===== src/rtl/usb_link_tx_control_pkg.sv =====
// Shared types and constants for the USB link-layer transmit multiplexer.
package usb_link_tx_control_pkg;

    typedef enum logic [1:0] {
        StIdle  = 2'd0,
        StToken = 2'd1,
        StData  = 2'd2
    } tx_state_e;

    localparam logic [7:0] PidOut   = 8'hE1;
    localparam logic [7:0] PidIn    = 8'h69;
    localparam logic [7:0] PidAck   = 8'hD2;
    localparam logic [7:0] PidData0 = 8'hC3;

endpackage


===== src/rtl/usb_link_tx_control_if.sv =====
// Token, data and PHY byte streams plus link-control strobes for the TX mux.
interface usb_link_tx_control_if;

    logic       tx_data_on;
    logic       tx_lp_eop_en;

    logic       tx_to_sop;
    logic       tx_to_eop;
    logic       tx_to_valid;
    logic [7:0] tx_to_data;
    logic       tx_to_ready;

    logic       tx_lt_sop;
    logic       tx_lt_eop;
    logic       tx_lt_valid;
    logic [7:0] tx_lt_data;
    logic       tx_lt_cancle;
    logic       tx_lt_ready;

    logic       tx_lp_sop;
    logic       tx_lp_eop;
    logic       tx_lp_valid;
    logic [7:0] tx_lp_data;
    logic       tx_lp_cancle;
    logic       tx_lp_ready;

    modport slave (
        input  tx_data_on,
        input  tx_to_sop, tx_to_eop, tx_to_valid, tx_to_data,
        input  tx_lt_sop, tx_lt_eop, tx_lt_valid, tx_lt_data, tx_lt_cancle,
        input  tx_lp_ready,
        output tx_lp_eop_en, tx_to_ready, tx_lt_ready,
        output tx_lp_sop, tx_lp_eop, tx_lp_valid, tx_lp_data, tx_lp_cancle
    );

    modport master (
        output tx_data_on,
        output tx_to_sop, tx_to_eop, tx_to_valid, tx_to_data,
        output tx_lt_sop, tx_lt_eop, tx_lt_valid, tx_lt_data, tx_lt_cancle,
        output tx_lp_ready,
        input  tx_lp_eop_en, tx_to_ready, tx_lt_ready,
        input  tx_lp_sop, tx_lp_eop, tx_lp_valid, tx_lp_data, tx_lp_cancle
    );

endinterface


===== src/rtl/usb_link_tx_control_tx_src_mux.sv =====
// Combinational 2:1 stream mux: forwards the selected source, routes ready back only to it.
module tx_src_mux (
    input  logic       sel_data_i,

    input  logic       to_sop_i,
    input  logic       to_eop_i,
    input  logic       to_valid_i,
    input  logic [7:0] to_data_i,
    output logic       to_ready_o,

    input  logic       lt_sop_i,
    input  logic       lt_eop_i,
    input  logic       lt_valid_i,
    input  logic [7:0] lt_data_i,
    output logic       lt_ready_o,

    output logic       out_sop_o,
    output logic       out_eop_o,
    output logic       out_valid_o,
    output logic [7:0] out_data_o,
    input  logic       out_ready_i
);

    always_comb begin
        out_sop_o   = to_sop_i;
        out_eop_o   = to_eop_i;
        out_valid_o = to_valid_i;
        out_data_o  = to_data_i;
        to_ready_o  = out_ready_i;
        lt_ready_o  = 1'b0;
        if (sel_data_i) begin
            out_sop_o   = lt_sop_i;
            out_eop_o   = lt_eop_i;
            out_valid_o = lt_valid_i;
            out_data_o  = lt_data_i;
            to_ready_o  = 1'b0;
            lt_ready_o  = out_ready_i;
        end
    end

endmodule


===== src/rtl/usb_link_tx_control.sv =====
// USB link TX mux: locks the token or data source for a whole packet onto the PHY stream
// and reports each packet end to link control.
module usb_link_tx_control
    import usb_link_tx_control_pkg::*;
(
    input logic                  clk,
    input logic                  rst,
    usb_link_tx_control_if.slave tx_io
);

    tx_state_e  state_q, state_d;
    logic       eop_en_q, eop_en_d;

    logic       sel_data;
    logic       src_sop, src_eop, src_valid;
    logic [7:0] src_data;
    logic       src_ready;
    logic       drop;
    logic       lp_valid;
    logic       hs;

    // Selection is only free to follow tx_data_on while no packet is open.
    always_comb begin
        sel_data = tx_io.tx_data_on;
        if (state_q == StToken) sel_data = 1'b0;
        if (state_q == StData)  sel_data = 1'b1;
    end

    // A non-sop beat in IDLE has no packet to belong to; swallow it.
    assign drop      = (state_q == StIdle) & src_valid & ~src_sop;
    assign src_ready = ~rst & (drop | tx_io.tx_lp_ready);

    tx_src_mux u_tx_src_mux (
        .sel_data_i  (sel_data),
        .to_sop_i    (tx_io.tx_to_sop),
        .to_eop_i    (tx_io.tx_to_eop),
        .to_valid_i  (tx_io.tx_to_valid),
        .to_data_i   (tx_io.tx_to_data),
        .to_ready_o  (tx_io.tx_to_ready),
        .lt_sop_i    (tx_io.tx_lt_sop),
        .lt_eop_i    (tx_io.tx_lt_eop),
        .lt_valid_i  (tx_io.tx_lt_valid),
        .lt_data_i   (tx_io.tx_lt_data),
        .lt_ready_o  (tx_io.tx_lt_ready),
        .out_sop_o   (src_sop),
        .out_eop_o   (src_eop),
        .out_valid_o (src_valid),
        .out_data_o  (src_data),
        .out_ready_i (src_ready)
    );

    assign lp_valid           = ~rst & src_valid & ~drop;
    assign hs                 = lp_valid & tx_io.tx_lp_ready;

    assign tx_io.tx_lp_valid  = lp_valid;
    assign tx_io.tx_lp_sop    = ~rst & src_sop & ~drop;
    assign tx_io.tx_lp_eop    = ~rst & src_eop & ~drop;
    assign tx_io.tx_lp_data   = rst ? 8'h00 : src_data;
    assign tx_io.tx_lp_cancle = ~rst & sel_data & tx_io.tx_lt_cancle;
    assign tx_io.tx_lp_eop_en = ~rst & eop_en_q;

    always_comb begin
        state_d  = state_q;
        eop_en_d = 1'b0;
        unique case (state_q)
            StIdle: begin
                if (hs && src_sop && !src_eop) state_d = sel_data ? StData : StToken;
            end
            StToken: begin
                if (hs && src_eop) state_d = StIdle;
            end
            StData: begin
                if ((hs && src_eop) || tx_io.tx_lt_cancle) state_d = StIdle;
            end
            default: state_d = StIdle;
        endcase
        // Cancel and eop on the same beat still yield a single pulse.
        eop_en_d = (hs & src_eop) | ((state_q == StData) & tx_io.tx_lt_cancle);
    end

    always_ff @(posedge clk) begin
        if (rst) begin
            state_q  <= StIdle;
            eop_en_q <= 1'b0;
        end else begin
            state_q  <= state_d;
            eop_en_q <= eop_en_d;
        end
    end

endmodule


===== src/flat_wrapper.sv =====
// flat-port wrapper written by rule: the top's interface ports become plain ports
module usb_link_tx_control_flat import usb_link_tx_control_pkg::*;
  (clk, rst, tx_io_tx_data_on, tx_io_tx_to_sop, tx_io_tx_to_eop, tx_io_tx_to_valid, tx_io_tx_to_data, tx_io_tx_lt_sop, tx_io_tx_lt_eop, tx_io_tx_lt_valid, tx_io_tx_lt_data, tx_io_tx_lt_cancle, tx_io_tx_lp_ready, tx_io_tx_lp_eop_en, tx_io_tx_to_ready, tx_io_tx_lt_ready, tx_io_tx_lp_sop, tx_io_tx_lp_eop, tx_io_tx_lp_valid, tx_io_tx_lp_data, tx_io_tx_lp_cancle);
  usb_link_tx_control_if tx_io_i ();
  input logic clk;
  input logic rst;
  input wire logic [$bits(tx_io_i.tx_data_on)-1:0] tx_io_tx_data_on;
  input wire logic [$bits(tx_io_i.tx_to_sop)-1:0] tx_io_tx_to_sop;
  input wire logic [$bits(tx_io_i.tx_to_eop)-1:0] tx_io_tx_to_eop;
  input wire logic [$bits(tx_io_i.tx_to_valid)-1:0] tx_io_tx_to_valid;
  input wire logic [$bits(tx_io_i.tx_to_data)-1:0] tx_io_tx_to_data;
  input wire logic [$bits(tx_io_i.tx_lt_sop)-1:0] tx_io_tx_lt_sop;
  input wire logic [$bits(tx_io_i.tx_lt_eop)-1:0] tx_io_tx_lt_eop;
  input wire logic [$bits(tx_io_i.tx_lt_valid)-1:0] tx_io_tx_lt_valid;
  input wire logic [$bits(tx_io_i.tx_lt_data)-1:0] tx_io_tx_lt_data;
  input wire logic [$bits(tx_io_i.tx_lt_cancle)-1:0] tx_io_tx_lt_cancle;
  input wire logic [$bits(tx_io_i.tx_lp_ready)-1:0] tx_io_tx_lp_ready;
  output wire logic [$bits(tx_io_i.tx_lp_eop_en)-1:0] tx_io_tx_lp_eop_en;
  output wire logic [$bits(tx_io_i.tx_to_ready)-1:0] tx_io_tx_to_ready;
  output wire logic [$bits(tx_io_i.tx_lt_ready)-1:0] tx_io_tx_lt_ready;
  output wire logic [$bits(tx_io_i.tx_lp_sop)-1:0] tx_io_tx_lp_sop;
  output wire logic [$bits(tx_io_i.tx_lp_eop)-1:0] tx_io_tx_lp_eop;
  output wire logic [$bits(tx_io_i.tx_lp_valid)-1:0] tx_io_tx_lp_valid;
  output wire logic [$bits(tx_io_i.tx_lp_data)-1:0] tx_io_tx_lp_data;
  output wire logic [$bits(tx_io_i.tx_lp_cancle)-1:0] tx_io_tx_lp_cancle;
  assign tx_io_i.tx_data_on = tx_io_tx_data_on;
  assign tx_io_i.tx_to_sop = tx_io_tx_to_sop;
  assign tx_io_i.tx_to_eop = tx_io_tx_to_eop;
  assign tx_io_i.tx_to_valid = tx_io_tx_to_valid;
  assign tx_io_i.tx_to_data = tx_io_tx_to_data;
  assign tx_io_i.tx_lt_sop = tx_io_tx_lt_sop;
  assign tx_io_i.tx_lt_eop = tx_io_tx_lt_eop;
  assign tx_io_i.tx_lt_valid = tx_io_tx_lt_valid;
  assign tx_io_i.tx_lt_data = tx_io_tx_lt_data;
  assign tx_io_i.tx_lt_cancle = tx_io_tx_lt_cancle;
  assign tx_io_i.tx_lp_ready = tx_io_tx_lp_ready;
  assign tx_io_tx_lp_eop_en = tx_io_i.tx_lp_eop_en;
  assign tx_io_tx_to_ready = tx_io_i.tx_to_ready;
  assign tx_io_tx_lt_ready = tx_io_i.tx_lt_ready;
  assign tx_io_tx_lp_sop = tx_io_i.tx_lp_sop;
  assign tx_io_tx_lp_eop = tx_io_i.tx_lp_eop;
  assign tx_io_tx_lp_valid = tx_io_i.tx_lp_valid;
  assign tx_io_tx_lp_data = tx_io_i.tx_lp_data;
  assign tx_io_tx_lp_cancle = tx_io_i.tx_lp_cancle;
  usb_link_tx_control u_core (.clk(clk), .rst(rst), .tx_io(tx_io_i));
endmodule

===== config.mk =====
export PLATFORM = sky130hd
export DESIGN_NAME = usb_link_tx_control_flat
export DESIGN_NICKNAME = d
export VERILOG_FILES = /design/src/rtl/usb_link_tx_control_pkg.sv /design/src/rtl/usb_link_tx_control_if.sv /design/src/rtl/usb_link_tx_control_tx_src_mux.sv /design/src/rtl/usb_link_tx_control.sv /design/src/flat_wrapper.sv
export SDC_FILE = /design/constraint.sdc
export NUM_CORES = 1
export LEC_CHECK = 0
export ABC_AREA = 0
export CORE_MARGIN = 2
export CORE_UTILIZATION = 24
export CTS_CLUSTER_DIAMETER = 40
export DETAILED_ROUTE_END_ITERATION = 10
export PLACE_DENSITY = 0.79
export SLEW_MARGIN = 20
export SYNTH_ARGS = -nofsm -noshare
export SYNTH_HDL_FRONTEND = slang
export SYNTH_SLANG_ARGS = --single-unit

===== constraint.sdc =====
create_clock -name clk -period 1.6 [get_ports clk]
set_clock_uncertainty 0.05 [all_clocks]
set_input_delay 0.24 -clock clk [delete_from_list [all_inputs] [get_ports clk]]
set_output_delay 0.24 -clock clk [all_outputs]
set_load 0.05 [all_outputs]

==> metrics.txt, run 1 <==
IO Count=42; clk sink count=3; synthesized cell area=391.6 um^2; post-detail-place hpwl=1923 um; Die H=44.40 um; synthesized net count=91; placed cell area=1343 um^2; synthesized flop and latch total=3; Netlist cell types=21; die width=44.40 um; Starting Density=0.2570; row count=14; number of synthesis warnings=0; Port Buffers=41; root buffer cell=clkbuf_4; Synth Area per Inst=6.119 um^2; Hold Buf Count CTS=0; Exit stage=clock tree synthesis; routability-driven placement congestion ratio=0.7658; largest cells by area after synthesis=nand2_1, dfxtp_1, a21oi_1, mux2i_1, nor2b_1; Mapped Cells=64; CTS buffer count=3; status=did not finish; # Post-CTS Setup Buffers=3; Synth area leader=nand2_1; Clock Path Buffers=2; First Err=[ERROR DPL-0038] Utilization greater than 100%, impossible to legalize; post-synth top area share=0.1821; CTS H-Tree Depth=1; post-synthesis sequential area ratio=0.1534; post_cts resized=38
[synthesized netlist by cell type]
cell / instances
o22ai_1: 1
nor2b_1: 4
clkbuf_1: 3
nor3_1: 3
nor2_1: 4
a32o_1: 1
nor3b_1: 2
mux2_2: 1
buf_2: 1
nand2_1: 19
a21o_1: 1
a211oi_1: 1
o32ai_1: 1
nand3_1: 1
mux2i_1: 3
dfxtp_1: 3
inv_1: 1
nand3b_1: 1
a2111oi_2: 1
nand2b_1: 1
a21oi_1: 11
[kinds of logic after synthesis]
logic type,after synthesis,share of synthesized area
AOI/OAI and AO/OA,17,0.2812
buffers and inverters,5,0.05109
DFF,3,0.1534
and+or+nand+nor,35,0.4089
muxes,4,0.1054
[per-stage QoR]
step / TNS [ps] / setup slack [ps] / cells
global placement: -10210 / -734.5 / 139
floorplan: -881.0 / -216.1 / 64
detailed placement: -11270 / -795.2 / 139
==> run 2: changes to the inputs <==
Settings changed: CORE_AREA set to 2 2 63 65, CORE_MARGIN 2 to not set, CORE_UTILIZATION 24 to not set, CTS_CLUSTER_DIAMETER 40 to not set, DIE_AREA set to 0 0 65 67, PLACE_DENSITY 0.79 to not set, PLACE_DENSITY_LB_ADDON set to 0.15.
Clock period 1.6 ns to 2.1 ns, I/O delays scaled along.
==> metrics.txt, run 2 <==
status=completed (was did not finish); Worst path max stage delay=320 ps; synthesized flop and latch total=3 (unchanged); biggest regs=u_core.state_q (2), u_core.eop_en_q (1); die area=4355 um^2; met1 Use GR=0.08744; GRT busiest layer=met2; number of synthesis warnings=0 (unchanged); met3 Track Usage GR=0.05405; fillers=380; maximum VDD drop=0.1641 mV; clk sink count=3 (unchanged); placed insts=159 (was 139); routed len/inst=11.44 um; crit-path cells=clkdlybuf4s15_2, nand2b_4, a21o_4, mux2_4, a211oi_4, buf_12; Port Buffers=41 (unchanged); sw frac=0.3488; Register Area=65.06 um^2; Setup crit start kind=input port; row count=22 (was 14); most frequent cell after synthesis=nand2_1 (unchanged); Top reg by flops=u_core.state_q; CTS buffer count=3 (unchanged); adder-cell share of the synthesized area=0 (unchanged); area occupied by multi-input gates=430.4 um^2; worst slew pin tran=302.8 ps; Synth area leader=nand2_1 (unchanged); Tot GR Track Use=0.09498; Power, Total=0.5319 mW; worst r2r src=u_core.state_q[0]$_SDFFE_PP0P_; post-synthesis sequential area ratio=0.1534 (unchanged); final hold slack=491.1 ps; Critical Path RT=1740 ps; most common cell after layout, fill and taps aside=clkdlybuf4s50_1; Max Slew Vio Count=0; remaining global-route overflow=0; # diodes=0; fin crit period=2048 ps; TNS Setup=0 ps; number of flops mapped to enable cells by yosys=0 (unchanged); largest family of logic cells by synthesized area=simple AND/OR/NAND/NOR gates (unchanged); synthesized cell area=391.6 um^2 (unchanged); crit path launch=tx_io_tx_data_on; # Post-CTS Setup Buffers=0 (was 3); Final Cell Area=1244 um^2; Clock Path Buffers=2 (unchanged); Hold Buf Count CTS=0 (unchanged); CTS tree=built; Starting Density=0.1086 (was 0.2570); post-synth top area share=0.1821 (unchanged); register share of total power=0.114; Die H=67 um (was 44.40 um); Synth Area per Inst=6.119 um^2 (unchanged); Layout Nets=143; period utilization=0.9750; placed cell area=1132 um^2 (was 1343 um^2); Max Fclk=0.4884 GHz; TritonRoute pass-1 iters=4; Rel. slew slack=0.7942; share of cells above drive strength 1=0.4435; Crit Path Class=in2out; initial antenna violation count=0; P_leak=0.4871 nW; synthesized net count=91 (unchanged); worst-path cell with the longest stage delay=mux2_4; internal power=0.3464 mW; routability-driven placement congestion ratio=0.7218 (was 0.7658); Comb pwr share=0.576; crit-path max FO=4; Clock Latency Late Sink=210 ps; final WL=1864 um; total number of vias=656; DRT iter0 DRCs=2; die width=65 um (was 44.40 um); clock power share=0.310; Post-DRT Antenna Nets=0; CTS H-Tree Depth=1 (unchanged); first-pass GRT wire length=3111 um; commonest cells after routing, fill and taps aside=clkdlybuf4s50_1, nand2_1, buf_12; root buffer cell=clkbuf_8 (was clkbuf_4); max reg flops=2; Final Hold Vio Count=0; post-detail-place hpwl=1537 um (was 1923 um); PwrDens=427.7 nW/um^2; clock transition at the registers of the reported paths=30 ps; Top FF cell, synth=dfxtp_1 (unchanged); CP arrival=1680 ps; Post-Synth XOR/XNOR Area=0 (unchanged); IO Count=42 (unchanged); path depth of the worst reg2reg path=7; Worst Hold Class=reg2reg; core area=3606 um^2; register-to-register setup slack=360 ps; post-synthesis compound-gate area fraction=0.2812 (unchanged); Area Growth Syn to Fin=217.6%; switching pwr=0.1855 mW; Post-Synth Simple-Gate Area=0.4089 (unchanged); detailed-route DRC error count=0; Mapped Cells=64 (unchanged); Synth async-reset ratio=0 (unchanged); most frequent cells after synthesis=nand2_1, a21oi_1, nor2_1, nor2b_1 (unchanged); CP endpoint kind=output port; CP Capture Point=tx_io_tx_lp_eop; post-synthesis mux area share=0.1054 (unchanged); Layout Cells excl Fill=163; pin count of the biggest net entering global routing=19; max_cap viols=0; largest cells by area after synthesis=nand2_1, dfxtp_1, a21oi_1, mux2i_1, nor2b_1 (unchanged); vias in the first global route=693; via/cell ratio=4.025; GR Layer Usage met2=0.1791; Netlist cell types=21 (unchanged); RR Endpoint=u_core.state_q[1]$_SDFFE_PP0P_; Final setup violation count=0
run 2: logic make-up (layout without fill, tap and decap cells):
family / after synthesis / after routing
simple gates: 35 / 35
compound gates: 17 / 17
buf+inv: 5 / 56
mux: 4 / 4
flops: 3 / 3
run 2: final cells by class:
class	count	share of cell area
timing repair buffer	51	0.5141
multi-input combinational	56	0.3461
sequential	3	0.05231
tap	48	0.04829
clock buffer	4	0.03622
inverter	1	0.003018
run 2: critical path, delay by kind of cell:
kind            cells  cell delay [ps]
mux                 1              320
compound gates      2              490
simple gates        1              150
buf+inv             2              390
run 2: metrics by stage:
stage               setup slack (ps)  utilization
finish                         52.43       0.3449
global route                  -2.453       0.3449
CTS                            19.18       0.3393
detailed placement            -277.6       0.3140
global placement              -256.4       0.3140
floorplan                     -55.39            -
run 2: worst min-delay path by stage:
| stage | start | end | slack (ps) | depth (start not counted) |
|---|---|---|---|---|
| 2_1_floorplan | tx_io_tx_lt_cancle | u_core.state_q[1]$_SDFFE_PP0P_ | 380 | 1 |
| 5_1_grt | u_core.state_q[1]$_SDFFE_PP0P_ | u_core.state_q[1]$_SDFFE_PP0P_ | 530 | 2 |
| 4_1_cts | u_core.state_q[1]$_SDFFE_PP0P_ | u_core.state_q[1]$_SDFFE_PP0P_ | 480 | 2 |
| 3_3_place_gp | u_core.state_q[0]$_SDFFE_PP0P_ | u_core.state_q[0]$_SDFFE_PP0P_ | 480 | 2 |
| 6_report | u_core.state_q[1]$_SDFFE_PP0P_ | u_core.state_q[1]$_SDFFE_PP0P_ | 490 | 2 |
| 3_5_place_dp | u_core.state_q[0]$_SDFFE_PP0P_ | u_core.state_q[0]$_SDFFE_PP0P_ | 510 | 2 |
run 2: timing repair:
action                     4_1_cts  5_1_grt
pin swaps                        4        3
setup endpoints to repair       13        3
resized for setup               16        3
run 2: power groups by stage:
| stage | clock (mW) | combinational (mW) | sequential (mW) |
|---|---|---|---|
| final | 0.165 | 0.306 | 0.0606 |
| after global placement | 0 | 0.296 | 0.0611 |
| after CTS | 0.170 | 0.308 | 0.0602 |
| after detailed placement | 0 | 0.297 | 0.0612 |
| after floorplan | 0 | 0.133 | 0.0603 |
| after global routing | 0.180 | 0.325 | 0.0607 |
run 2: per-layer routing:
layer  routed length (um)  share of wire  vias to the layer above
li1                     -              -                      324
met3                  231           0.12                        2
met1                  699           0.38                      294
met4                    8         0.0043                        0
met2                  925           0.50                       36
met5                    0              0                        -
(Power assumes the default switching activity.)
==> run 3: changes to the inputs <==
Settings changed: CAP_MARGIN set to 20, CTS_CLUSTER_DIAMETER set to 100, MAX_ROUTING_LAYER set to met4.
==> metrics.txt, run 3 (synthesized netlist as in run 2, its figures left out) <==
status=completed (unchanged); detailed-route DRC error count=0 (unchanged); worst r2r src=u_core.state_q[0]$_SDFFE_PP0P_ (unchanged); commonest cells after routing, fill and taps aside=clkdlybuf4s50_1, nand2_1, buf_12 (unchanged); Crit Path Class=in2out (unchanged); crit-path max FO=4 (unchanged); first-pass GRT wire length=3111 um (unchanged); Final Cell Area=1244 um^2 (unchanged); biggest regs=u_core.state_q (2), u_core.eop_en_q (1) (unchanged); register share of total power=0.114 (about the same); switching pwr=0.1861 mW (was 0.1855 mW); register-to-register setup slack=360 ps (about the same); max_cap viols=0 (unchanged); pin count of the biggest net entering global routing=19 (unchanged); fin crit period=2048 ps (about the same); hold depth=2 (unchanged); max reg flops=2 (unchanged); clock power share=0.311 (was 0.310); Clock Latency Late Sink=210 ps (about the same); CTS H-Tree Depth=1 (unchanged); worst slew pin tran=302.8 ps (about the same); maximum VDD drop=0.1649 mV (was 0.1641 mV); Critical Path RT=1740 ps (about the same); via/cell ratio=4.025 (unchanged); total number of vias=656 (unchanged); Layout Cells excl Fill=163 (unchanged); share of cells above drive strength 1=0.4435 (unchanged); path depth of the worst reg2reg path=7 (unchanged); # diodes=0 (unchanged); core area=3606 um^2 (unchanged); Hold Path Sink=u_core.state_q[1]$_SDFFE_PP0P_ (unchanged); Die H=67 um (unchanged); Tot GR Track Use=0.09748 (was 0.09498); Worst Hold Launch=u_core.state_q[1]$_SDFFE_PP0P_ (unchanged); final hold slack=491.1 ps (about the same); Clock Path Buffers=2 (unchanged); Power, Total=0.5324 mW (was 0.5319 mW); internal power=0.3464 mW (about the same); vias in the first global route=692 (was 693); IO Count=42 (unchanged); DRT iter0 DRCs=1 (was 2); die area=4355 um^2 (unchanged); Comb pwr share=0.576 (about the same); Setup crit start kind=input port (unchanged); PwrDens=428.1 nW/um^2 (was 427.7 nW/um^2); CP endpoint kind=output port (unchanged); # Post-CTS Setup Buffers=0 (unchanged); routability-driven placement congestion ratio=0.7303 (was 0.7218); CP arrival=1680 ps (about the same); Final setup violation count=0 (unchanged); clock transition at the registers of the reported paths=30 ps (about the same); Worst Hold Class=reg2reg (unchanged); die width=65 um (unchanged); RR Endpoint=u_core.state_q[1]$_SDFFE_PP0P_ (unchanged); Max Slew Vio Count=0 (unchanged); Port Buffers=41 (unchanged); root buffer cell=clkbuf_8 (unchanged); Max Fclk=0.4884 GHz (about the same); CTS buffer count=3 (unchanged); routed len/inst=11.44 um (unchanged); Post-DRT Antenna Nets=0 (unchanged); P_leak=0.4871 nW (unchanged); remaining global-route overflow=0 (unchanged); TritonRoute pass-1 iters=4 (unchanged); placed cell area=1132 um^2 (unchanged); final WL=1864 um (unchanged); Layout Nets=143 (unchanged); initial antenna violation count=0 (unchanged); CTS tree=built (unchanged); clk sink count=3 (unchanged); Starting Density=0.1086 (unchanged); most common cell after layout, fill and taps aside=clkdlybuf4s50_1 (unchanged); post-detail-place hpwl=1537 um (unchanged); Rel. slew slack=0.7942 (unchanged); Top reg by flops=u_core.state_q (unchanged); period utilization=0.9750 (about the same); placed insts=159 (unchanged); row count=22 (unchanged); sw frac=0.3494 (was 0.3488); Area Growth Syn to Fin=217.6% (unchanged); Final Hold Vio Count=0 (unchanged)
-- run 3: power by group through the flow --
stage	Clock [mW]	Sequential (mW)	Combinational [mW]
floorplan	0	0.0603	0.133
global placement	0	0.0611	0.296
detailed placement	0	0.0612	0.297
CTS	0.170	0.0602	0.308
global route	0.180	0.0607	0.325
finish	0.165	0.0606	0.306
-- run 3: routing by layer --
| layer | routed length [um] | vias up | global-route usage |
|---|---|---|---|
| li1 | - | 324 | - |
| met1 | 734 | 294 | 0.09246 |
| met2 | 924 | 36 | 0.1791 |
| met3 | 197 | 2 | 0.04561 |
| met4 | 8 | 0 | 0.02394 |
| met5 | 0 | - | - |
-- run 3: final cells by class --
class,count,area (um^2)
timing repair buffer,51,639.4
sequential,3,65.06
inverter,1,3.754
clock buffer,4,45.04
fill,380,2362
multi-input combinational,56,430.4
tap,48,60.06
-- run 3: worst max path at each step --
stage                                start                 to  slack, ps
after detailed placement  tx_io_tx_data_on    tx_io_tx_lp_eop       -280
after floorplan            tx_io_tx_to_sop  tx_io_tx_lt_ready        -60
after global routing      tx_io_tx_data_on    tx_io_tx_lp_eop         -2
after CTS                 tx_io_tx_data_on  tx_io_tx_lt_ready         20
final                     tx_io_tx_data_on    tx_io_tx_lp_eop         50
after global placement    tx_io_tx_data_on    tx_io_tx_lp_eop       -260
-- run 3: critical path, stage by stage --
cell and delay (ps):
clkdlybuf4s15_2 220, nand2b_4 150, a21o_4 210, mux2_4 320, a211oi_4 280, buf_12 170
-- run 3: metrics by stage --
step,setup TNS (ps),setup WS (ps),util
5_1_grt,-2.453,-2.453,0.3449
4_1_cts,0,19.18,0.3393
6_report,0,52.42,0.3449
3_3_place_gp,-1536,-256.4,0.3140
3_5_place_dp,-1886,-277.6,0.3140
2_1_floorplan,-105.9,-55.39,-
-- run 3: what timing repair did --
action | in CTS | in global routing
endpoints found under the setup margin | 13 | 3
gates cloned | 0 | 0
pin swaps | 4 | 3
hold buffers | 0 | 0
gates resized for setup | 16 | 3
